$ cat src/rtl/netwalk_port_decoder.sv
// netwalk_port_decoder: port index to port mask encoder (four modes, range check) feeding a small valid/ready output FIFO
module netwalk_port_decoder #(
    parameter int DECODER_IN_WIDTH  = 4,
    parameter int DECODER_OUT_WIDTH = 1 << DECODER_IN_WIDTH,
    parameter int FIFO_DEPTH        = 2,
    parameter int ERR_CNT_WIDTH     = 8
) (
    input  logic                         clk,
    input  logic                         reset,
    input  logic                         flush,
    input  logic                         in_valid,
    output logic                         in_ready,
    input  logic [DECODER_IN_WIDTH-1:0]  decoder_in,
    input  logic [1:0]                   mode,
    output logic                         out_valid,
    input  logic                         out_ready,
    output logic [DECODER_OUT_WIDTH-1:0] decoder_out,
    output logic                         out_err,
    output logic [ERR_CNT_WIDTH-1:0]     err_count
);
    localparam int AW = $clog2(FIFO_DEPTH);
    logic [DECODER_OUT_WIDTH-1:0] one_hot, thermo, enc_mask;
    logic                         enc_err;
    logic [DECODER_OUT_WIDTH-1:0] mask_mem [FIFO_DEPTH];
    logic [FIFO_DEPTH-1:0]        err_mem;
    logic [AW:0]                  wr_ptr, rd_ptr;
    logic                         ready_en, full, empty, push, pop;
    always_comb begin
        one_hot = '0;
        thermo  = '0;
        for (int i = 0; i < DECODER_OUT_WIDTH; i++) begin
            one_hot[i] = 32'(decoder_in) == 32'(i);
            thermo[i]  = 32'(i) <= 32'(decoder_in);
        end
        enc_err  = mode != 2'b10 && 32'(decoder_in) >= 32'(DECODER_OUT_WIDTH);
        enc_mask = enc_err ? '0 : mode == 2'b00 ? one_hot : mode == 2'b01 ? thermo :
                   mode == 2'b10 ? '1 : ~one_hot;
    end
    // extra pointer bit separates full from empty; in_ready only sees registered state
    assign full        = wr_ptr[AW] != rd_ptr[AW] && wr_ptr[AW-1:0] == rd_ptr[AW-1:0];
    assign empty       = wr_ptr == rd_ptr;
    assign in_ready    = ready_en && !full;
    assign out_valid   = !empty;
    assign push        = in_valid && in_ready && !flush;
    assign pop         = out_valid && out_ready && !flush;
    assign decoder_out = empty ? '0 : mask_mem[rd_ptr[AW-1:0]];
    assign out_err     = !empty && err_mem[rd_ptr[AW-1:0]];
    always_ff @(posedge clk or negedge reset) begin
        if (!reset) begin
            wr_ptr    <= '0;
            rd_ptr    <= '0;
            ready_en  <= 1'b0;
            err_count <= '0;
        end else begin
            ready_en <= 1'b1;
            if (flush) begin
                wr_ptr <= '0;
                rd_ptr <= '0;
            end else begin
                if (push) wr_ptr <= wr_ptr + (AW+1)'(1);
                if (pop) rd_ptr <= rd_ptr + (AW+1)'(1);
                if (push && enc_err && err_count != '1) err_count <= err_count + ERR_CNT_WIDTH'(1);
            end
        end
    end
    always_ff @(posedge clk) begin
        if (push) begin
            mask_mem[wr_ptr[AW-1:0]] <= enc_mask;
            err_mem[wr_ptr[AW-1:0]]  <= enc_err;
        end
    end
endmodule
$ cat config.mk
export PLATFORM = sky130hd
export DESIGN_NAME = netwalk_port_decoder
export DESIGN_NICKNAME = d
export VERILOG_FILES = /design/src/rtl/netwalk_port_decoder.sv
export SDC_FILE = /design/constraint.sdc
export NUM_CORES = 1
export LEC_CHECK = 0
export CAP_MARGIN = 20
export CORE_MARGIN = 3
export CORE_UTILIZATION = 50
export DETAILED_ROUTE_END_ITERATION = 10
export PLACE_DENSITY = 0.75
export SLEW_MARGIN = 0
export SYNTH_ARGS = -nofsm -noshare
export SYNTH_HDL_FRONTEND = slang
export SYNTH_SLANG_ARGS = --single-unit
$ cat constraint.sdc
create_clock -name clk -period 3.75 [get_ports clk]
set_input_delay 0.75 -clock clk [delete_from_list [all_inputs] [get_ports clk]]
set_output_delay 0.75 -clock clk [all_outputs]
set_load 0.005 [all_outputs]
* Word-level counts from Yosys, hierarchy flattened
Memory sizes are Yosys's and may differ from the RTL's. Cells that the tools add are included.
Storage, ports and cells: register bits after elaboration 7, memory bits (writable) 32, input port bits 11, output and inout port bits 27, word-level logic and storage cells 77, memories 1
Memories:
- mask_mem | depth 2, bits a word 16, read ports 1, clocked after Yosys merged registers in 0, write ports 1, line 24 | logic [DECODER_OUT_WIDTH-1:0] mask_mem [FIFO_DEPTH];
Cells by class: add/subtract/negate cells 2, $lt $le $gt $ge 18, equal/unequal tests 20, multiplexer cells 14, bitwise operators 3, reduce and logical (&&, ||, !) cells 15
Operators with widths (count):
- 16-bit two-way mux | 4
- 4-bit == test (second input constant) | 8
- 4-bit <= comparator (first input constant) | 8
- 4-bit by 3-bit == test with 1-bit output (second input constant) | 4
- 3-bit by 4-bit <= comparator with 1-bit output (first input constant) | 4
- 16-bit inverter | 1
- 4-bit by 2-bit == test with 1-bit output (second input constant) | 2
- 2-bit by 4-bit <= comparator with 1-bit output (first input constant) | 2
- 1-bit logical AND | 8
- 2-bit two-way mux | 4
- 1-bit two-way mux | 5
- 2-bit by 1-bit adder with 2-bit output (second input constant) | 2
- 4-bit by 1-bit == test with 1-bit output (second input constant) | 1
- 1-bit by 4-bit <= comparator with 1-bit output (first input constant) | 1
- 4-bit zero test | 1
- 1-bit by 2-bit < comparator with 1-bit output (second input constant) | 2
- 2-bit nonzero test | 2
- 1-bit zero test | 3
- 2-bit AND | 1
- 2-bit by 1-bit == test with 1-bit output (second input constant) | 1
- 2-bit == test | 1
- 2-bit == test (second input constant) | 1
- 2-bit zero test | 1
- 2-bit inverter | 1
- 4 further kinds | 4

* Logic depth before layout (Yosys ltp)
depth after elaboration 8, gate-level depth with buffers 5, depth with buffers taken out 3

* Worst setup path before layout
OpenSTA, ideal clock, no wires.
path type input to register, from input port flush, to memory mask_mem[1][0] (netlist bit), enable pin, library setup time 430 ps, arrival time 2612 ps, setup slack 707 ps, cell stages on the path 2, path buffers 1, cells stage by stage buf_1 -> nor4_1
On the way: word-level cells in the longest chain between the ends 4
Ends and longest elaborated chain:
- start: declaration | line 10 | input logic flush,
- 1-bit zero test | line 44 | assign push = in_valid && in_ready && !flush;
- 1-bit logical AND | line 44
- 1-bit two-way mux | line 67 | if (push) begin
- 1-bit two-way mux (implied by the code) | line 68 | mask_mem[wr_ptr[AW-1:0]] <= enc_mask;
- end: declaration | line 24
Every way passes these cells.

* Final worst setup path
from register wr_ptr[0], to output port decoder_out[13]
On the way: word-level cells in the longest chain between the ends 2
Ends and longest elaborated chain:
- start: declaration | line 26 | logic [AW:0] wr_ptr, rd_ptr;
- start signal: assignment | line 60 | if (push) wr_ptr <= wr_ptr + (AW+1)'(1);
- 2-bit == test | line 41 | assign empty = wr_ptr == rd_ptr;
- 16-bit two-way mux | line 46 | assign decoder_out = empty ? '0 : mask_mem[rd_ptr[AW-1:0]];
- end: declaration | line 17 | output logic [DECODER_OUT_WIDTH-1:0] decoder_out,
Every way passes these cells.

==> results.cfg <==
[clocking]
cts_sinks = 39
clk_latency_ns = 0.29
cts_max_level = 2
postCtsSetupBuffers = 0
numCtsBuffers = 5
cts_tree = built
cts_resized = 0
postCtsHoldBufs = 0
clockBufferDepth = 2
clk_pin_slew_ns = 0.07
cts_root_buf = clkbuf_8

[layout]
final_cell_mix = 34 x edfxtp_1, 29 x clkdlybuf4s50_1, 27 x nor2_1
n_antenna_cell = 0
drive_gt1_frac = 0.06881
area_growth_pct = 15.94
nets = 228
final_common_cell = edfxtp_1

[run]
cap_violations = 0

[synthesis]
synth.area.top_cells = edfxtp_1 48%, mux2i_1 9.4%, dfrtp_1 5.9%
synth_seq_area_share = 0.5369
ys_warn_count = 0
synth_cell_types = 46
syn_avg_cell_area_um2 = 10.89
synth_seq_cells = 39
synth_top_area_cell = edfxtp_1
syn_area_um2 = 2135
synth_top_area_share = 0.4783
synth_cells = 196

[timing]
tightestPinTransition_ns = 0.7184
rsz0062_at_grt = no
finalMaxSlewViolations = 0
layout_min_cycle_time_ns = 2.909
setup_viol_count_final = 0
fmax_mhz = 343.7
setup_tns_ns = 0
hold_viol_final = 0
fin_crit_sh = 0.7758
slew_headroom = 0.5206
finalClockSkew_ns = 0.006730

[setup_path]
critPathCaptureType = output port
crit_arrival_ns = 2.16
worstPathRequired_ns = 3.00
ff2ff_path_depth = 4
critPathKind = flop to output port
critPathMaxFanout = 18
start_kind = flop

[drt]
antenna_left = 0
vias_per_cell = 5.687
wl_met3_um = 184
top_layer_used = met4
vias = 1524
drc_errors = 0
firstDrtPassIters = 4
wl_met1_um = 1620
drt_iter0_drc = 109
dr_wl_met2_um = 2035
drt_wl_total_um = 3889
wl_per_cell_um = 14.51

[floorplan]
initial_core_util = 0.5261
fp.dieH_um = 71.34
fp.coreArea_um2 = 4058
die_x_um = 71.34
die_area_um2 = 5089
num_rows = 23
io-pin-count = 38

[global_routing]
grt_pass1_wl_um = 6451
grt_start_max_net_pins = 25
grt_usage = 0.1636
antenna_found_initial = 0
first_global_vias = 1398
grt-ovfl-total = 0

[hold_path]
hold_class = flop to flop
hold_depth = 1

[status]
status = finished, final reports clean

[power_and_ir_drop]
power.density_nw_per_um2 = 436.8
p_leak_nw = 0.8877
clkPwrFrac = 0.244
intPower_mw = 0.7843
seqPwrFrac = 0.464
power.total_mw = 1.081
swShare = 0.2746
switchingPower_mw = 0.2968
ir_drop_v = 0.0001830
combPwrFrac = 0.292

[placement]
port_buffers = 29
dp_hpwl_um = 2766
gp_congestion = 0.8516
logic make-up (layout without fill, tap and decap cells):
family                    Yosys count  after routing  share of synthesized area
AOI/OAI and AO/OA                  40             40                     0.1278
xor gates and xnor gates            3              3                    0.01583
buffers and inverters              31             46                    0.07854
DFF                                39             39                     0.5369
muxes                              22             22                     0.1043
other                               2              9                   0.003518
and+or+nand+nor                    59             59                     0.1331
routing by layer:
| layer | vias to the layer above | GRT usage |
|---|---|---|
| met5 | - | 0 |
| met4 | 0 | 0.06472 |
| met3 | 4 | 0.03927 |
| met2 | 53 | 0.2694 |
| met1 | 728 | 0.2087 |
| li1 | 739 | - |
worst max-delay path, cell delays in order (launching register included):
cell	delay [ns]
dfrtp_1	0.48
xor2_1	0.22
nor2_2	0.57
nor2_1	0.12
clkdlybuf4s50_1	0.47
registers in the layout (all words and copies together) (netlist names):
name	cells
ready_en	1
rd_ptr	2
err_mem	2
wr_ptr	2
mask_mem	32
power groups by stage:
stage	sequential (mW)	clock, mW	combinational [mW]
floorplan	0.506	0	0.192
global placement	0.510	0	0.309
detailed placement	0.511	0	0.317
CTS	0.502	0.270	0.318
global route	0.503	0.290	0.346
finish	0.502	0.264	0.315
final cells by class:
| cell class | count | area (um^2) |
|---|---|---|
| Clock buffer | 7 | 76.32 |
| Inverter | 7 | 26.28 |
| Clock inverter | 1 | 5.005 |
| Tap cell | 50 | 62.56 |
| Fill cell | 342 | 1583 |
| Multi-Input combinational cell | 133 | 853.3 |
| Timing Repair Buffer | 31 | 305.3 |
| Sequential cell | 39 | 1146 |
cell usage after synthesis (all sizes together):
| library cell | count |
|---|---|
| edfxtp | 34 |
| nor2 | 28 |
| mux2i | 20 |
| buf | 19 |
| a21oi | 8 |
| o21ai | 7 |
| inv | 6 |
| clkbuf | 5 |
| dfrtp | 5 |
| nor2b | 5 |
| a22oi | 4 |
| a31oi | 4 |
| and2 | 4 |
| and3 | 4 |
| nand2 | 4 |
| nor3 | 4 |
| a211o | 2 |
| a221oi | 2 |
| a32oi | 2 |
| conb | 2 |
| mux2 | 2 |
| nand2b | 2 |
| nand3 | 2 |
| nand4 | 2 |
| o22ai | 2 |
| or2 | 2 |
| xor2 | 2 |
| a2111o | 1 |
| a211oi | 1 |
| a21o | 1 |
| a41o | 1 |
| a41oi | 1 |
| clkinv | 1 |
| nor4 | 1 |
| o211ai | 1 |
| o21a | 1 |
| o221ai | 1 |
| o311ai | 1 |
| or3 | 1 |
| xnor2 | 1 |
stage by stage:
| step | hold WS, ns | std cells | setup WS [ns] | utilization | area, um^2 |
|---|---|---|---|---|---|
| after floorplan | 0.4544 | 203 | 0.7073 | - | 2161 |
| after global placement | 0.5460 | 260 | 1.125 | 0.5899 | 2394 |
| after detailed placement | 0.5646 | 260 | 1.031 | 0.5899 | 2394 |
| after CTS | 0.5841 | 268 | 0.8167 | 0.6099 | 2475 |
| after global routing | 0.6124 | 268 | 0.7046 | 0.6099 | 2475 |
| final | 0.5758 | 268 | 0.8406 | 0.6099 | 2475 |
path summary, 6_finish.rpt:
check	from	to	slack, ns
max	wr_ptr[0]	decoder_out[13]	0.84
min in group asynchronous	reset	wr_ptr[1]	0.68
max reg2reg	rd_ptr[0]	mask_mem[0][11]	1.68
max in group asynchronous	reset	wr_ptr[0]	2.88
min	err_mem[0]	err_mem[0]	0.58
min reg2reg	err_mem[0]	err_mem[0]	0.58
No activity file was read; power rests on OpenSTA's default activity.
